### src/rtl/spike_rate_decoder.sv
// rtl/spike_rate_decoder.sv - windowed spike rate and inter-spike interval decoder
// Counts spike rising edges per 2**WINDOW_LOG2 cycles and hands results downstream over valid/ready.
module spike_rate_decoder #(
  parameter int WINDOW_LOG2 = 8,
  parameter int CNT_W       = 8
) (
  input  logic             clk,
  input  logic             reset,
  input  logic             en,
  input  logic             spk,
  input  logic             out_ready,
  output logic             out_valid,
  output logic [CNT_W-1:0] rate_out,
  output logic [CNT_W-1:0] isi_out,
  output logic             overrun,
  output logic             busy
);

  typedef enum logic [1:0] {
    IDLE  = 2'd0,
    ARM   = 2'd1,
    COUNT = 2'd2
  } state_t;

  localparam logic [CNT_W-1:0]       CNT_MAX  = '1;
  localparam logic [WINDOW_LOG2-1:0] WIN_LAST = '1;

  state_t                 state, state_nxt;
  logic                   spk_q;
  logic [WINDOW_LOG2-1:0] win_cnt;
  logic [CNT_W-1:0]       spk_cnt;
  logic [CNT_W-1:0]       isi_cnt;
  logic [CNT_W-1:0]       isi_last;
  logic                   have_spk;

  logic                   spk_edge;
  logic                   count_en;
  logic                   win_end;
  logic [CNT_W-1:0]       spk_cnt_inc;
  logic [CNT_W-1:0]       isi_inc;
  logic [CNT_W-1:0]       isi_last_upd;

  always_comb begin
    state_nxt = state;
    busy      = 1'b0;
    case (state)
      IDLE:    if (en) state_nxt = ARM;
      ARM:     state_nxt = COUNT;
      COUNT: begin
        busy = 1'b1;
        if (!en) state_nxt = IDLE;
      end
      default: state_nxt = IDLE;
    endcase
  end

  // Saturating next values; the window-end result must include this cycle's edge.
  always_comb begin
    spk_edge     = spk & ~spk_q;
    count_en     = (state == COUNT) && en;
    win_end      = count_en && (win_cnt == WIN_LAST);
    spk_cnt_inc  = (spk_edge && (spk_cnt != CNT_MAX)) ? spk_cnt + 1'b1 : spk_cnt;
    isi_inc      = (isi_cnt != CNT_MAX) ? isi_cnt + 1'b1 : isi_cnt;
    isi_last_upd = (spk_edge && have_spk) ? isi_inc : isi_last;
  end

  always_ff @(posedge clk) begin
    if (reset) begin
      state     <= IDLE;
      spk_q     <= 1'b0;
      win_cnt   <= '0;
      spk_cnt   <= '0;
      isi_cnt   <= '0;
      isi_last  <= '0;
      have_spk  <= 1'b0;
      out_valid <= 1'b0;
      rate_out  <= '0;
      isi_out   <= '0;
      overrun   <= 1'b0;
    end else begin
      state <= state_nxt;
      spk_q <= spk;

      if (state == ARM) begin
        win_cnt  <= '0;
        spk_cnt  <= '0;
        isi_cnt  <= '0;
        isi_last <= '0;
        have_spk <= 1'b0;
      end else if (count_en) begin
        win_cnt  <= win_cnt + 1'b1;
        spk_cnt  <= win_end ? '0 : spk_cnt_inc;
        isi_cnt  <= spk_edge ? '0 : isi_inc;
        isi_last <= isi_last_upd;
        if (spk_edge) have_spk <= 1'b1;
      end

      // A held, unaccepted result wins over a newer one.
      if (win_end && (!out_valid || out_ready)) begin
        out_valid <= 1'b1;
        rate_out  <= spk_cnt_inc;
        isi_out   <= isi_last_upd;
      end else if (win_end) begin
        overrun   <= 1'b1;
      end else if (out_valid && out_ready) begin
        out_valid <= 1'b0;
      end
    end
  end

endmodule

### config.mk
export PLATFORM = sky130hd
export DESIGN_NAME = spike_rate_decoder
export DESIGN_NICKNAME = d
export VERILOG_FILES = /design/src/rtl/spike_rate_decoder.sv
export SDC_FILE = /design/constraint.sdc
export NUM_CORES = 1
export LEC_CHECK = 0
export ABC_AREA = 1
export CAP_MARGIN = 25
export CELL_PAD_IN_SITES_DETAIL_PLACEMENT = 1
export CELL_PAD_IN_SITES_GLOBAL_PLACEMENT = 1
export CORE_AREA = 2 2 86 88
export CTS_BUF_LIST = sky130_fd_sc_hd__clkbuf_4
export DETAILED_ROUTE_END_ITERATION = 7
export DIE_AREA = 0 0 88 90
export PLACE_DENSITY = 0.76
export SLEW_MARGIN = 20
export SYNTH_ARGS = -nofsm -noshare
export SYNTH_HDL_FRONTEND = slang
export SYNTH_SLANG_ARGS = --single-unit
### constraint.sdc
create_clock -name clk -period 1.4 [get_ports clk]
set_input_delay 0.14 -clock clk [delete_from_list [all_inputs] [get_ports clk]]
set_output_delay 0.14 -clock clk [all_outputs]
set_load 0.05 [all_outputs]
# Word-level counts from Yosys, hierarchy flattened
# Index checks and enable logic that the tools add are counted.
[totals] register_bits=54 word_cells=52
[classes] n_addsub=3 n_eq_ne=8 muxes=12 bitwise=3 n_reduce_logical=15
[op_table] cell="8-bit 2-to-1 mux" n=5
[op_table] cell="8-bit by 1-bit adder with 8-bit output, second input constant" n=3
[op_table] cell="8-bit != test, second input constant" n=2
[op_table] cell="8-bit == test, second input constant" n=1
[op_table] cell="2-bit AND reduction" n=4
[op_table] cell="1-bit logical AND" n=6
[op_table] cell="2-bit case mux with 3 select lines" n=1
[op_table] cell="1-bit 2-to-1 mux" n=4
[op_table] cell="2-bit 2-to-1 mux" n=2
[op_table] cell="2-bit != test, second input constant" n=2
[op_table] cell="2-bit by 1-bit == test with 1-bit output, second input constant" n=1
[op_table] cell="2-bit == test, second input constant" n=1
[op_table] cell="2-bit zero test" n=1
[op_table] cell="2-bit by 1-bit != test with 1-bit output, second input constant" n=1
[op_table] cell="1-bit NOT" n=2
[op_table] cell="2-bit nonzero test" n=1
[op_table] cell="2-bit OR reduction" n=1
[op_table] cell="1-bit bitwise AND" n=1
[op_table] cell="1-bit zero test" n=1
[op_table] cell="1-bit logical OR" n=1

# Longest topological paths before layout
[logic_depth] ltp_word=6 mapped_depth=10 mapped_depth_nobuf=10

# Worst setup path after synthesis
# OpenSTA, ideal clock, no wires.
[synth_timing] path_type="reg-to-reg" from="reg out_valid" to="reg rate_out[0]" t_arrival_ns=1.477 setup_slack_ns=-0.143 stages_incl_launch_ff=7 cell_sequence="dfxtp_1 inv_1 or2_2 nand4_1 buf_2 nor2_1 nor2_1"
[synth_between] elab_chain_cells=3
[synth_lines] item="start: declaration" line_no="12" source="output logic out_valid,"
[synth_lines] item="start signal: assignment" line_no="76" source="out_valid <= 1'b0;"
[synth_lines] item="start signal: assignment" line_no="100" source="out_valid <= 1'b1;"
[synth_lines] item="start signal: assignment" line_no="106" source="out_valid <= 1'b0;"
[synth_lines] item="1-bit zero test" line_no="99" source="if (win_end && (!out_valid || out_ready)) begin"
[synth_lines] item="1-bit logical OR" line_no="99"
[synth_lines] item="1-bit logical AND" line_no="99"
[synth_lines] item="end signal: assignment" line_no="101" source="rate_out <= spk_cnt_inc;"
[synth_lines] item="end: declaration" line_no="13" source="output logic [CNT_W-1:0] rate_out,"
# No other way between the ends.
# A chain may end at the register's enable or synchronous reset.

# Worst setup path after layout
[layout_timing] from="reg win_cnt[1]" to="reg isi_out[1]"
[layout_between] elab_chain_cells=3
[layout_lines] item="start: declaration" line_no="30" source="logic [WINDOW_LOG2-1:0] win_cnt;"
[layout_lines] item="start signal: assignment" line_no="91" source="win_cnt <= win_cnt + 1'b1;"
[layout_lines] item="8-bit == test" line_no="61" source="win_end = count_en && (win_cnt == WIN_LAST);"
[layout_lines] item="1-bit logical AND" line_no="61"
[layout_lines] item="1-bit logical AND" line_no="99"
[layout_lines] item="end signal: assignment" line_no="102" source="isi_out <= isi_last_upd;"
[layout_lines] item="end: declaration" line_no="14" source="output logic [CNT_W-1:0] isi_out,"
# No other way between the ends.

==> impl_summary.log <==
INFO  metric outcome = finished, violations left
INFO  metric violated_checks = setup timing
INFO  metric tritoncts.num_buffers = 5
INFO  metric design_power_total = about 2700 uW
INFO  metric timing.critical_path.cells = ha_4, nand3_4, nor2_4, nand3_2, nor2_4, buf_12, o21ai_0, nor2_1
INFO  metric detail_route.drc_violations = 0
INFO  metric die_area = roughly 8000 um2
INFO  metric timing.critical_path.fanout_max = 18
INFO  metric floorplan.io_pins = 24
INFO  metric setup_ws = -0.0274 ns
INFO  metric ant_nets = 0
INFO  metric post_synth.cell_area_avg = approximately 7 um2
INFO  metric vias_per_cell = a little under 5
INFO  metric power_density = about 750 nW/um2
INFO  metric yosys_most_used_dff = sky130_fd_sc_hd__dfxtp_1
INFO  metric maxSlewViolCount = 0
INFO  metric critical-path-max-stage-delay = roughly 0.4 ns
INFO  metric netlist.area_leader.share = 0.420
INFO  metric required = ~1.7 ns
INFO  metric placed_cell_area = between 3000 and 4000 um2
INFO  metric synth_async_sr_flop_share = 0
INFO  metric htree_levels = 2
INFO  metric synth.yosys.warnings = 0
INFO  metric grt_antenna_before_repair = 0
INFO  metric worstSetupEndpointType = flop
INFO  metric max_cap_violations = 0
INFO  metric synth_top_cell_by_area = sky130_fd_sc_hd__dfxtp_1
INFO  metric grt_max_degree = 19
INFO  metric path_buf_inv = 1
INFO  metric cp_top_family = simple AND/OR/NAND/NOR gates
INFO  metric final_wirelength = between 7000 and 8000 um
INFO  metric design.core.area = 7020 um2
INFO  metric count_of_state_elements_after_synthesis = 54
INFO  metric hold_viol = 0
INFO  metric synthToLayoutAreaGrowth = 38.5%
INFO  metric die_w = a little under 90 um
INFO  metric synth.most_common_cell = sky130_fd_sc_hd__nand2_1
INFO  metric rows = 31
INFO  metric ys_top_cells_by_area = sky130_fd_sc_hd__dfxtp_1 (42%), sky130_fd_sc_hd__nand2_1 (14%), sky130_fd_sc_hd__a21oi_1 (6.6%)
INFO  metric timing.clock.skew = roughly 0.030 ns
INFO  metric tritoncts = yes
INFO  metric synth.distinct_cells = 29
INFO  metric setup_viol = 10
INFO  metric vias = between 2k and 3k
INFO  metric fill_cells = around 900
INFO  metric hpwl = ~5500 um
INFO  metric numPortBuffers = 23
INFO  metric cts-hold-fix-buffers = 0
INFO  metric seqCellArea = 1100 um2
INFO  metric cts_root_buffer = sky130_fd_sc_hd__clkbuf_4
INFO  metric drtIter0Drc = between 80 and 90
INFO  metric worstSkewPairLatency = between 0.3 and 0.4 ns
INFO  metric grt_pass1_vias = 2,761
INFO  metric ir_worst_vdd = about 0.33 mV
INFO  metric critPathSlowestCell = sky130_fd_sc_hd__dfxtp_2
INFO  metric cp_data_arrival_time = roughly 1.8 ns
INFO  metric min-delay-path-class = input port to flop
INFO  metric synth_sequential_area_ratio = 0.420
INFO  metric cts_buffer_depth = 2
INFO  metric drt_pre_antenna_iters = 4
INFO  metric stdcell_area = about 3600 um2
INFO  metric post_layout_util = 0.508
INFO  metric period_utilization_post_route = 1.02
INFO  metric initial_utilization = 0.367
INFO  metric clock.fmax = about 700 MHz
INFO  metric path_common_cell = sky130_fd_sc_hd__nor2_4
INFO  metric post_drt_wl_per_cell = between 10 and 15 um
INFO  metric slew_headroom = 0.843
INFO  metric finish.net_count = around 450
INFO  metric clk_pin_slew = approximately 0.18 ns
INFO  metric multiInputGateArea = roughly 1500 um2
INFO  metric netlist_area = approximately 2600 um2
INFO  metric worst_slew_pin_slew = about 0.23 ns
INFO  metric worst_setup_path_start_kind = flop
INFO  metric rsz0062_at_grt = true
INFO  metric post_synth_edffs = 0
INFO  metric layout_min_cycle_time = between 1 and 1.5 ns
INFO  metric overflow_left_after_global_routing = 0
INFO  metric layout_cell_share_with_drive_strength_beyond_1 = 0.327
INFO  metric grtUsageTotal = 0.202
INFO  metric leakage_power_summed_over_all_cells = between 0.0015 and 0.002 uW
INFO  metric wire_length_of_the_first_global_routing_pass = about 13,000 um
INFO  metric insertedDiodeCount = 0
INFO  metric cts_num_sinks = 54
INFO  metric weighted_congestion_at_the_end_of_routability_driven_global_placement = slightly above 0.8
INFO  metric synth.net_count = between 300 and 400
INFO  metric synth.top_cells.by_count = sky130_fd_sc_hd__nand2_1 (93), sky130_fd_sc_hd__dfxtp_1 (54), sky130_fd_sc_hd__nor2_1 (45)
INFO  metric timing.hold.ws = 0.344 ns
INFO  metric critical_path_class = flop to flop
INFO  metric synthesis.instances = between 300 and 400
INFO  metric fp.dieH = roughly 90 um
-- kinds of logic after synthesis --
group | share of synthesized area
AOI/OAI and AO/OA | 0.137
buffers and inverters | 0.0884
xor gates and xnor gates | 0.0204
DFF | 0.420
adders and majority gates | 0.0146
muxes | 0.00389
and+or+nand+nor | 0.316
-- where the power goes --
| part | total (uW) | internal [uW] | switching (uW) |
|---|---|---|---|
| Clock | 921 | 378 | 543 |
| Combinational | 194 | 79.8 | 114 |
| Sequential | 1560 | 1550 | 10.8 |
-- sequential cells by signal, indices dropped and copies added, names as in the netlist --
register,cells
out_valid,1
overrun,1
isi_cnt,8
rate_out,8
win_cnt,8
have_spk,1
isi_last,8
spk_q,1
isi_out,8
spk_cnt,8
state,2
-- final timing paths --
kind                end  slack [ns]        from  depth (start not counted)
max reg2reg  isi_out[1]       -0.03  win_cnt[1]                          8
min            state[0]        0.34          en                          3
min reg2reg    state[0]        0.47    state[0]                          1
max          isi_out[1]       -0.03  win_cnt[1]                          8
-- per-layer routing --
metal,global-route usage,part of all wire
met1,0.265,0.46
met2,0.342,0.51
met3,0.0294,0.017
met4,0.0577,0.018
met5,0,0
-- cell type report --
type                       count  share of cell area
multi-input combinational    264               0.411
timing repair buffer          74               0.177
clock buffer                   5              0.0105
inverter                      44              0.0463
clock inverter                 3              0.0119
sequential                    54               0.308
tap                           99              0.0347
-- worst register-to-register path: stages (launching register included) --
cell	delay [ns]
sky130_fd_sc_hd__dfxtp_2	0.39
sky130_fd_sc_hd__ha_4	0.16
sky130_fd_sc_hd__nand3_4	0.09
sky130_fd_sc_hd__nor2_4	0.12
sky130_fd_sc_hd__nand3_2	0.11
sky130_fd_sc_hd__nor2_4	0.14
sky130_fd_sc_hd__buf_12	0.16
sky130_fd_sc_hd__o21ai_0	0.09
sky130_fd_sc_hd__nor2_1	0.10
-- what timing repair did --
item / CTS / global route
setup endpoints to repair: 29 / 38
pin swaps: 7 / 6
hold endpoints to repair: 0 / 0
cloned: 0 / 0
gates resized for setup: 27 / 52
buffers inserted: 3 / 0
-- through the flow --
stage | setup WS [ns] | setup TNS, ns | std cells
2_1_floorplan | 0.00408 | 0 | 373
3_3_place_gp | -0.205 | -4.85 | 532
3_5_place_dp | -0.239 | -6.30 | 532
4_1_cts | -0.0242 | -0.0718 | 543
5_1_grt | -0.130 | -2.10 | 543
6_report | -0.0274 | -0.129 | 543
-- placed cells by master, fill, tap and decap left out, drive strengths merged, types with 4 or more instances in the layout --
cell,instances
buf,70
clkbuf,5
a21oi,34
nand2,96
inv,45
o21a,4
nand3,32
nor2,49
xor2,4
clkdlybuf4s50,4
o21ai,28
dfxtp,54
Power figures use the tool's default switching activity.
